## src/rtl/lcd_timing_gen.sv

```systemverilog
// Parametrised TFT panel timing generator with power sequencing.
// Derives the pixel clock from clk, generates sync/DE decode and the
// active-area coordinates, and walks the panel through power-up/down.
//
// state     | meaning
// ----------|-----------------------------------------------------------
// OFF       | panel unpowered, timing stopped
// PWR_WAIT  | logic supply on, waiting PWR_DLY before DISP
// BL_WAIT   | DISP on, timing running, waiting BL_DLY before backlight
// RUN       | backlight on, steady state
// SHUTDOWN  | backlight off, finish frame, drop DISP, hold supply PWR_DLY
module lcd_timing_gen #(
   parameter int CLK_DIV  = 6,
   parameter int H_SYNC   = 41,
   parameter int H_BP     = 2,
   parameter int H_ACTIVE = 480,
   parameter int H_FP     = 2,
   parameter int V_SYNC   = 10,
   parameter int V_BP     = 2,
   parameter int V_ACTIVE = 272,
   parameter int V_FP     = 4,
   parameter int PWR_DLY  = 3750000,
   parameter int BL_DLY   = 12000000,
   parameter int HW       = 10,
   parameter int VW       = 9
) (
   input  logic          clk,
   input  logic          rst,
   input  logic          enable,
   output logic          tft_clk,
   output logic          tft_en,
   output logic          tft_display,
   output logic          led_en,
   output logic          tft_de,
   output logic          tft_hsync_n,
   output logic          tft_vsync_n,
   output logic [HW-1:0] h_count,
   output logic [VW-1:0] v_count,
   output logic          pix_ce,
   output logic          line_start,
   output logic          frame_start,
   output logic          ready
);

   localparam int H_TOTAL = H_SYNC + H_BP + H_ACTIVE + H_FP;
   localparam int V_TOTAL = V_SYNC + V_BP + V_ACTIVE + V_FP;
   localparam int DLY_MAX = (PWR_DLY > BL_DLY) ? PWR_DLY : BL_DLY;
   localparam int DLYW    = $clog2(DLY_MAX + 1);
   localparam int DIVW    = $clog2(CLK_DIV);

   // One extra bit so window bounds equal to 2**HW / 2**VW stay representable.
   localparam logic [HW:0] H_SYNC_END = (HW+1)'(H_SYNC);
   localparam logic [HW:0] H_DE_LO    = (HW+1)'(H_SYNC + H_BP);
   localparam logic [HW:0] H_DE_HI    = (HW+1)'(H_SYNC + H_BP + H_ACTIVE);
   localparam logic [VW:0] V_SYNC_END = (VW+1)'(V_SYNC);
   localparam logic [VW:0] V_DE_LO    = (VW+1)'(V_SYNC + V_BP);
   localparam logic [VW:0] V_DE_HI    = (VW+1)'(V_SYNC + V_BP + V_ACTIVE);

   localparam logic [2:0] ST_OFF      = 3'd0;
   localparam logic [2:0] ST_PWR_WAIT = 3'd1;
   localparam logic [2:0] ST_BL_WAIT  = 3'd2;
   localparam logic [2:0] ST_RUN      = 3'd3;
   localparam logic [2:0] ST_SHUTDOWN = 3'd4;

   if (H_TOTAL > (1 << HW)) begin : g_bad_hw
      $error("lcd_timing_gen: H_TOTAL does not fit in HW bits");
   end
   if (V_TOTAL > (1 << VW)) begin : g_bad_vw
      $error("lcd_timing_gen: V_TOTAL does not fit in VW bits");
   end
   if (CLK_DIV < 2) begin : g_bad_div
      $error("lcd_timing_gen: CLK_DIV must be at least 2");
   end

   logic [2:0]      state;
   logic [DLYW-1:0] dly;
   logic            running;
   logic            disp;
   logic [DIVW-1:0] div;
   logic [HW-1:0]   h;
   logic [VW-1:0]   v;
   logic            pwr_done;
   logic            bl_done;
   logic            h_in;
   logic            v_in;

   assign pwr_done    = (dly == DLYW'(PWR_DLY - 1));
   assign bl_done     = (dly == DLYW'(BL_DLY - 1));
   assign pix_ce      = running && (div == DIVW'(CLK_DIV - 1));
   assign line_start  = pix_ce && (h == HW'(H_TOTAL - 1));
   assign frame_start = line_start && (v == VW'(V_TOTAL - 1));

   // Power sequencing FSM; delay counter restarts on every state entry.
   always_ff @(posedge clk) begin
      if (rst) begin
         state   <= ST_OFF;
         dly     <= '0;
         running <= 1'b0;
         disp    <= 1'b0;
      end else begin
         case (state)
            ST_OFF: begin
               if (enable) begin
                  state <= ST_PWR_WAIT;
                  dly   <= '0;
               end
            end
            ST_PWR_WAIT: begin
               if (!enable) begin
                  state <= ST_SHUTDOWN;
                  dly   <= '0;
               end else if (pwr_done) begin
                  state   <= ST_BL_WAIT;
                  dly     <= '0;
                  disp    <= 1'b1;
                  running <= 1'b1;
               end else begin
                  dly <= dly + 1'b1;
               end
            end
            ST_BL_WAIT: begin
               if (!enable) begin
                  state <= ST_SHUTDOWN;
                  dly   <= '0;
               end else if (bl_done) begin
                  state <= ST_RUN;
                  dly   <= '0;
               end else begin
                  dly <= dly + 1'b1;
               end
            end
            ST_RUN: begin
               if (!enable) begin
                  state <= ST_SHUTDOWN;
                  dly   <= '0;
               end
            end
            ST_SHUTDOWN: begin
               // Let the current frame complete so the panel never sees a torn frame.
               if (running) begin
                  if (frame_start) begin
                     running <= 1'b0;
                     disp    <= 1'b0;
                  end
               end else if (pwr_done) begin
                  state <= ST_OFF;
                  dly   <= '0;
               end else begin
                  disp <= 1'b0;
                  dly  <= dly + 1'b1;
               end
            end
            default: begin
               state   <= ST_OFF;
               dly     <= '0;
               running <= 1'b0;
               disp    <= 1'b0;
            end
         endcase
      end
   end

   // Pixel divider and raster counters; held at zero whenever timing is stopped.
   always_ff @(posedge clk) begin
      if (rst || !running) begin
         div <= '0;
         h   <= '0;
         v   <= '0;
      end else if (pix_ce) begin
         div <= '0;
         if (line_start) begin
            h <= '0;
            v <= frame_start ? '0 : v + 1'b1;
         end else begin
            h <= h + 1'b1;
         end
      end else begin
         div <= div + 1'b1;
      end
   end

   // Zero-latency decode from the registered raster position.
   always_comb begin
      h_in        = ({1'b0, h} >= H_DE_LO) && ({1'b0, h} < H_DE_HI);
      v_in        = ({1'b0, v} >= V_DE_LO) && ({1'b0, v} < V_DE_HI);
      tft_de      = running && h_in && v_in;
      tft_hsync_n = !(running && ({1'b0, h} < H_SYNC_END));
      tft_vsync_n = !(running && ({1'b0, v} < V_SYNC_END));
      h_count     = tft_de ? (h - H_DE_LO[HW-1:0]) : '0;
      v_count     = tft_de ? (v - V_DE_LO[VW-1:0]) : '0;
      tft_clk     = running && (div < DIVW'(CLK_DIV / 2));
      tft_en      = (state != ST_OFF);
      tft_display = disp;
      led_en      = (state == ST_RUN);
      ready       = (state == ST_RUN);
   end

endmodule

```

## config.mk

```make
export PLATFORM = sky130hd
export DESIGN_NAME = lcd_timing_gen
export DESIGN_NICKNAME = d
export VERILOG_FILES = /design/src/rtl/lcd_timing_gen.sv
export SDC_FILE = /design/constraint.sdc
export NUM_CORES = 1
export LEC_CHECK = 0
export ABC_AREA = 1
export BUFFER_PORTS_ARGS = -buffer_cell sky130_fd_sc_hd__buf_2
export CORE_MARGIN = 10
export CORE_UTILIZATION = 50
export CTS_CLUSTER_DIAMETER = 120
export DETAILED_ROUTE_END_ITERATION = 7
export PLACE_DENSITY = 0.78
export REMOVE_ABC_BUFFERS = 1
export SKIP_LAST_GASP = 1
export SLEW_MARGIN = 25
export SYNTH_ARGS = -nofsm -noshare
export SYNTH_HDL_FRONTEND = slang
export SYNTH_SLANG_ARGS = --single-unit
```

## constraint.sdc

```tcl
create_clock -name clk -period 2.36 [get_ports clk]
set_input_delay 0.236 -clock clk [delete_from_list [all_inputs] [get_ports clk]]
set_output_delay 0.236 -clock clk [all_outputs]
set_load 0.02 [all_outputs]
```

; Word level (Yosys, flattened, before mapping)
; Index checks and enable logic that the tools add are counted.
[word_totals]
regBits = 51
output_inout_bits = 30
[op_classes]
n_addsub = 6
magnitude_cmp = 7
n_eq_ne = 19
muxes = 30
n_bitwise = 1
reduce_logical = 23
[op_table]
columns = op, count
row1 = $mux W24, 7
row2 = $pmux W24 S5, 1
row3 = $add A24 B1 Y24 const B, 1
row4 = $eq A24 B22 Y1 const B, 1
row5 = $eq A24 B24 Y1 const B, 1
row6 = $mux W3, 8
row7 = $mux W10, 2
row8 = $mux W9, 2
row9 = $pmux W3 S5, 1
row10 = $ne A2 B2 Y1 const B, 6
row11 = $ne A3 B3 Y1 const B, 4
row12 = $add A10 B1 Y10 const B, 1
row13 = $eq A10 B10 Y1 const B, 1
row14 = $ge A10 B6 Y1 const B, 1
row15 = $logic_and A1 B1 Y1, 10
row16 = $lt A10 B10 Y1 const B, 1
row17 = $lt A10 B6 Y1 const B, 1
row18 = $sub A10 B6 Y10 const B, 1
row19 = $add A9 B1 Y9 const B, 1
row20 = $eq A9 B9 Y1 const B, 1
row21 = $ge A9 B4 Y1 const B, 1
row22 = $lt A9 B4 Y1 const B, 1
row23 = $lt A9 B9 Y1 const B, 1
row24 = $sub A9 B4 Y9 const B, 1
row25 = other kinds (18), 30

; Logic depth before layout (Yosys ltp)
[depth]
ltp_word = 7
ltp_mapped = 12
mapped_depth_nobuf = 12

; Least setup slack after synthesis
; OpenSTA, ideal clock, no wires.
[synth_timing]
path_kind = reg2out
startpoint = register h[0]
endpoint = output h_count[8]
arrival_ns = 1.481
required_ns = 2.124
setup_slack_ns = 0.643
path_stages_with_launch = 9
n_path_buf = 1
cell_sequence = dfxtp_1 -> ha_1 -> inv_1 -> o21ai_1 -> inv_1 -> nand2_1 -> nand4_2 -> buf_6 -> nor2_1
[synth_via]
elab_chain_len = 5
word_cells_on_any_way = 7
classes_between = add/sub (1) / order compare (2) / mux (1) / reduce/logical (3)
[synth_lines]
columns = item, line_no
row1 = from (decl), 80  ; logic [HW-1:0] h;
row2 = from (signal assigned), 175  ; h <= h + 1'b1;
row3 = $ge A10 B6 Y1 or $lt A10 B10 Y1 (tied branches), 184  ; h_in = ({1'b0, h} >= H_DE_LO) && ({1'b0, h} < H_DE_HI);
row4 = $logic_and A1 B1 Y1, 184
row5 = $logic_and A1 B1 Y1 (2 in series), 186  ; tft_de = running && h_in && v_in;
row6 = $mux W10 *, 189  ; h_count = tft_de ? (h - H_DE_LO[HW-1:0]) : '0;
row7 = to (decl), 37  ; output logic [HW-1:0] h_count,
; Mark *: on every way between the ends. The rest lies on a longest branch, timed or not.

; Final worst setup path
[layout_timing]
startpoint = register v[5]
endpoint = output h_count[0]
[layout_via]
elab_chain_len = 4
word_cells_on_any_way = 5
classes_between = order compare (2) / mux (1) / reduce/logical (2)
[layout_lines]
columns = item, line_no
row1 = from (decl), 81  ; logic [VW-1:0] v;
row2 = from (signal assigned), 173  ; v <= frame_start ? '0 : v + 1'b1;
row3 = $ge A9 B4 Y1 or $lt A9 B9 Y1 (tied branches), 185  ; v_in = ({1'b0, v} >= V_DE_LO) && ({1'b0, v} < V_DE_HI);
row4 = $logic_and A1 B1 Y1 *, 185
row5 = $logic_and A1 B1 Y1 *, 186
row6 = $mux W10 *, 189
; Marked as above.

==> reports/qor_table.md <==
| Step | Parameter | Value |
|:---|:---|:---|
| clock tree | CTS tree | yes |
| cells and area | Fill cells | 751 |
| worst setup path | Cell chain of the critical path | nor2_1, nand3_1, o21ai_2, nand4_2, nor2_1, buf_2 |
| worst setup path | RR Startpoint | running |
| power and ir drop | Design internal power | 1280 uW |
| flow run | Count of max-cap constraint violations | 0 |
| worst setup path | Crit-path max FO | 6 |
| cells and area | Number of antenna repair diodes | 0 |
| timing | Final setup viols | 0 |
| die | Overall die width | 106 um |
| timing | Number of hold-slack violations in the final timing report | 0 |
| worst setup path | Most common cell type on the critical path | sky130_fd_sc_hd__nor2_1 |
| place | Setup WS pre-CTS | 178 ps |
| place | Number of buffers inserted by port buffering | 32 |
| worst setup path | Largest stage delay, worst path | 430 ps |
| logic synthesis | EDFF count, synth | 0 |
| worst setup path | Setup Crit Path Kind | flop to output port |
| route | Post-route DRC violation count | 0 |
| worst setup path | Slowest cell on crit path | sky130_fd_sc_hd__o21ai_2 |
| timing | Highest Clock Rate | 435 MHz |
| cells and area | P&R area growth vs syn | 9.71% |
| route | Routed wire length | 9.32 mm |
| hold path | Type of the most critical hold path | input pin to flop |
| power and ir drop | Fraction of power consumed by combinational cells | 30.8% |
| timing | Time the final worst path needs with I/O delays and setup | 2300 ps |
| worst setup path | Arrival time worst endpoint | 2060 ps |
| clock tree | Clock insertion delay at the later pin of the skew report | 310 ps |
| logic synthesis | Async set-reset flop share out of synthesis | 0% |
| global routing | Vias in the first global route | 3331 |
| logic synthesis | Number of synthesized register bits | 51 |
| hold path | Hold Crit Endpoint | dly[22] |
| power and ir drop | Leakage power of the design | 0.00167 uW |
| logic synthesis | Unique cell type count in the Yosys netlist | 42 |
| hold path | Worst Min Path Start | rst |
| die | Area of the core region | 7210 um^2 |
| timing | Number of slew-limit violations in the final report | 0 |
| logic synthesis | Number of warning messages in the yosys log | 0 |
| power and ir drop | Sequential share of power | 44.3% |
| worst setup path | Slack of the worst reg-to-reg path | 300 ps |
| die | Num ports | 33 |
| die | Placement row count | 31 |
| cells and area | Fraction of final layout cells sized beyond drive strength 1 | 15.8% |
| route | First DRT Iteration DRCs | 301 |
| timing | Worst slew margin relative to its limit | 54.7% |
| clock tree | Library cell used as clock root buffer | sky130_fd_sc_hd__clkbuf_8 |
| worst setup path | Endpoint type of the worst setup path | output port |
| place | Post-DP Area | 3850 um^2 |
| place | Half-perimeter wire length of the detailed placement result | 7.06 mm |
| route | Routed len/inst | 13.1 um |
| power and ir drop | Portion of total power attributed to the clock network | 24.8% |
| route | DRT antenna net count | 0 |
| timing | Setup TNS after final layout | 0 ps |
| worst setup path | Required time of the worst setup path | 2120 ps |
| clock tree | Number of clock buffers inserted by TritonCTS | 5 |
| route | Via density | 5.24 |
| cells and area | Fin nets | 622 |
| die | Die area | 11200 um^2 |
| clock tree | Number of setup buffers added after CTS | 0 |
| logic synthesis | Predominant post-synthesis flop cell | sky130_fd_sc_hd__dfxtp_1 |
| logic synthesis | Post-synth top area share | 27.8% |
| hold path | Depth of the worst hold-timing path | 2 |
| global routing | Largest net degree at the start of global routing | 23 |
| clock tree | Maximum buffer depth of the clock tree | 2 |
| power and ir drop | Fraction of power spent switching nets | 39.6% |
| global routing | Total track usage | 16.0% |
| die | Initial Util | 50.9% |
| clock tree | H-tree Lvls | 2 |
| timing | Setup slack after layout | 60.9 ps |
| global routing | Number of antenna violations at the first check in global routing | 0 |
| global routing | Global-route wire length before repair | 15.4 mm |
| logic synthesis | Syn Inst Count | 583 |
| power and ir drop | Overall Power | 2120 uW |
| cells and area | Post-route cell area | 4030 um^2 |
| logic synthesis | Register area share after synthesis | 27.8% |
| clock tree | Clk slew on worst S/H paths | 100 ps |
| timing | Period utilisation layout | 97.4% |
| route | First-pass DRT Iterations | 5 |
| clock tree | Sink Count | 51 |
| power and ir drop | Worst ir drop on vdd | 0.741 mV |
| worst setup path | Launching element type of the critical path | flop |
| route | Via count | 3734 |
| timing | Transition time of the tightest slew-check pin | 679 ps |
| logic synthesis | Syn Std Cell Area | 3670 um^2 |
| die | Die boundary height | 106 um |
| power and ir drop | Net switching component of the power | 840 uW |
| outcome | Outcome | complete, no violations |
| place | Placer Congestion | 0.936 |
| logic synthesis | Mean cell area of the mapped netlist | 6.30 um^2 |
| global routing | Congestion Overflow GR | 0 |
| power and ir drop | Power density of the placed cells | 526 nW/um^2 |
| worst setup path | Reg-to-Reg End | v[3] |
| timing | Setup skew after layout | 7.70 ps |
| worst setup path | Worst Reg-to-Reg Cells | 7 |
| logic synthesis | Largest cells by area after synthesis | sky130_fd_sc_hd__dfxtp_1, sky130_fd_sc_hd__nand2_1, sky130_fd_sc_hd__nor2_1 |
| timing | RSZ-0062 raised after global routing | yes |
| logic synthesis | Post-synthesis cell type with the largest combined area | sky130_fd_sc_hd__dfxtp_1 |
placed cells by master (no fill, tap or decap), drive strengths merged:
cell type,instances
nand2,141
nor2,123
inv,80
dfxtp,51
nand3,51
buf,32
a21oi,27
nor3,27
o21ai,15
xor2,14
nand4,13
ha,7
nor4,5
clkbuf,5
nor3b,4
nand3b,3
a31oi,2
o2111ai,2
a211oi,2
clkinv,2
clkinvlp,2
o22ai,1
o32ai,1
a22oi,1
o21a,1
xnor2,1
through the flow:
stage	util [%]	std cells	hold slack [ps]
6_report	55.8	712	213
5_1_grt	55.8	712	214
3_5_place_dp	53.4	701	469
4_1_cts	55.4	711	208
2_1_floorplan	-	570	305
3_3_place_gp	53.4	701	448
power groups by stage:
stage / Sequential, uW / Clock, uW / Combinational, uW
2_1_floorplan: 951 / 0 / 494
3_3_place_gp: 953 / 0 / 650
3_5_place_dp: 955 / 0 / 658
4_1_cts: 938 / 541 / 655
5_1_grt: 943 / 571 / 722
6_report: 940 / 527 / 653
synth_stat cells (4+ instances only):
cell type,count
sky130_fd_sc_hd__nor2_1,104
sky130_fd_sc_hd__inv_2,4
sky130_fd_sc_hd__a21oi_1,25
sky130_fd_sc_hd__nand3_1,46
sky130_fd_sc_hd__nor4_1,5
sky130_fd_sc_hd__nand4_1,9
sky130_fd_sc_hd__nand2_1,133
sky130_fd_sc_hd__buf_6,4
sky130_fd_sc_hd__o21ai_0,14
sky130_fd_sc_hd__xor2_1,14
sky130_fd_sc_hd__nor2_4,5
sky130_fd_sc_hd__nor3b_1,4
sky130_fd_sc_hd__nor2_2,14
sky130_fd_sc_hd__dfxtp_1,51
sky130_fd_sc_hd__ha_1,7
sky130_fd_sc_hd__nor3_1,20
sky130_fd_sc_hd__inv_1,74
sky130_fd_sc_hd__nand2_2,6
sky130_fd_sc_hd__nor3_2,6
how the worst max path moves through the flow:
stage          start    endpoint  cells after the start  slack [ps]
2_1_floorplan   h[0]  h_count[0]                      7         500
5_1_grt         v[5]  v_count[2]                      6         -50
4_1_cts         h[3]  h_count[6]                      9          70
3_5_place_dp    v[2]  v_count[8]                      8         180
3_3_place_gp    v[2]  h_count[0]                      8         230
6_report        v[5]  h_count[0]                      6          60
sequential cells by signal (all words and copies together), names as in the netlist:
name,flops
div,3
dly,24
state,3
v,9
h,10
running,1
tft_display,1
worst max-delay path, delay by kind of cell, from the launching register on:
family                 cells  cell delay (ps)
AO/OA/AOI/OAI              1              430
flip-flops                 1              390
AND/OR/NAND/NOR            4              750
buffers and inverters      1              180
metal layers:
layer	wire (um)	vias to the layer above	GRT usage [%]
met4	91	0	4.35
met2	4450	102	27.5
li1	-	1932	-
met1	4300	1692	20.2
met3	478	8	2.50
met5	0	-	0
area by class of cell:
cell class              instances  area [um^2]  share of cell area [%]
clock buffers                   5         68.8                    1.71
clock inverters                 3         23.8                   0.590
inverters                      81          309                    7.67
multi-input cells             441         2320                    57.6
flip-flops and latches         51         1020                    25.4
well taps                      99          124                    3.07
repair buffers                 32          160                    3.98
repair_timing:
action                     in CTS  in global routing
gates cloned                    2                  1
hold buffers                    0                  0
setup endpoints to repair      20                 20
pin swaps                       1                  1
gates resized for setup         6                  5
kinds of logic after synthesis:
family	after synthesis	share of synthesized area, %
compound gates	52	7.97
xor+xnor	15	3.58
fa+ha+maj	7	2.38
buf+inv	94	11.3
flops	51	27.8
simple gates	364	47.0
Power figures use the tool's default switching activity.
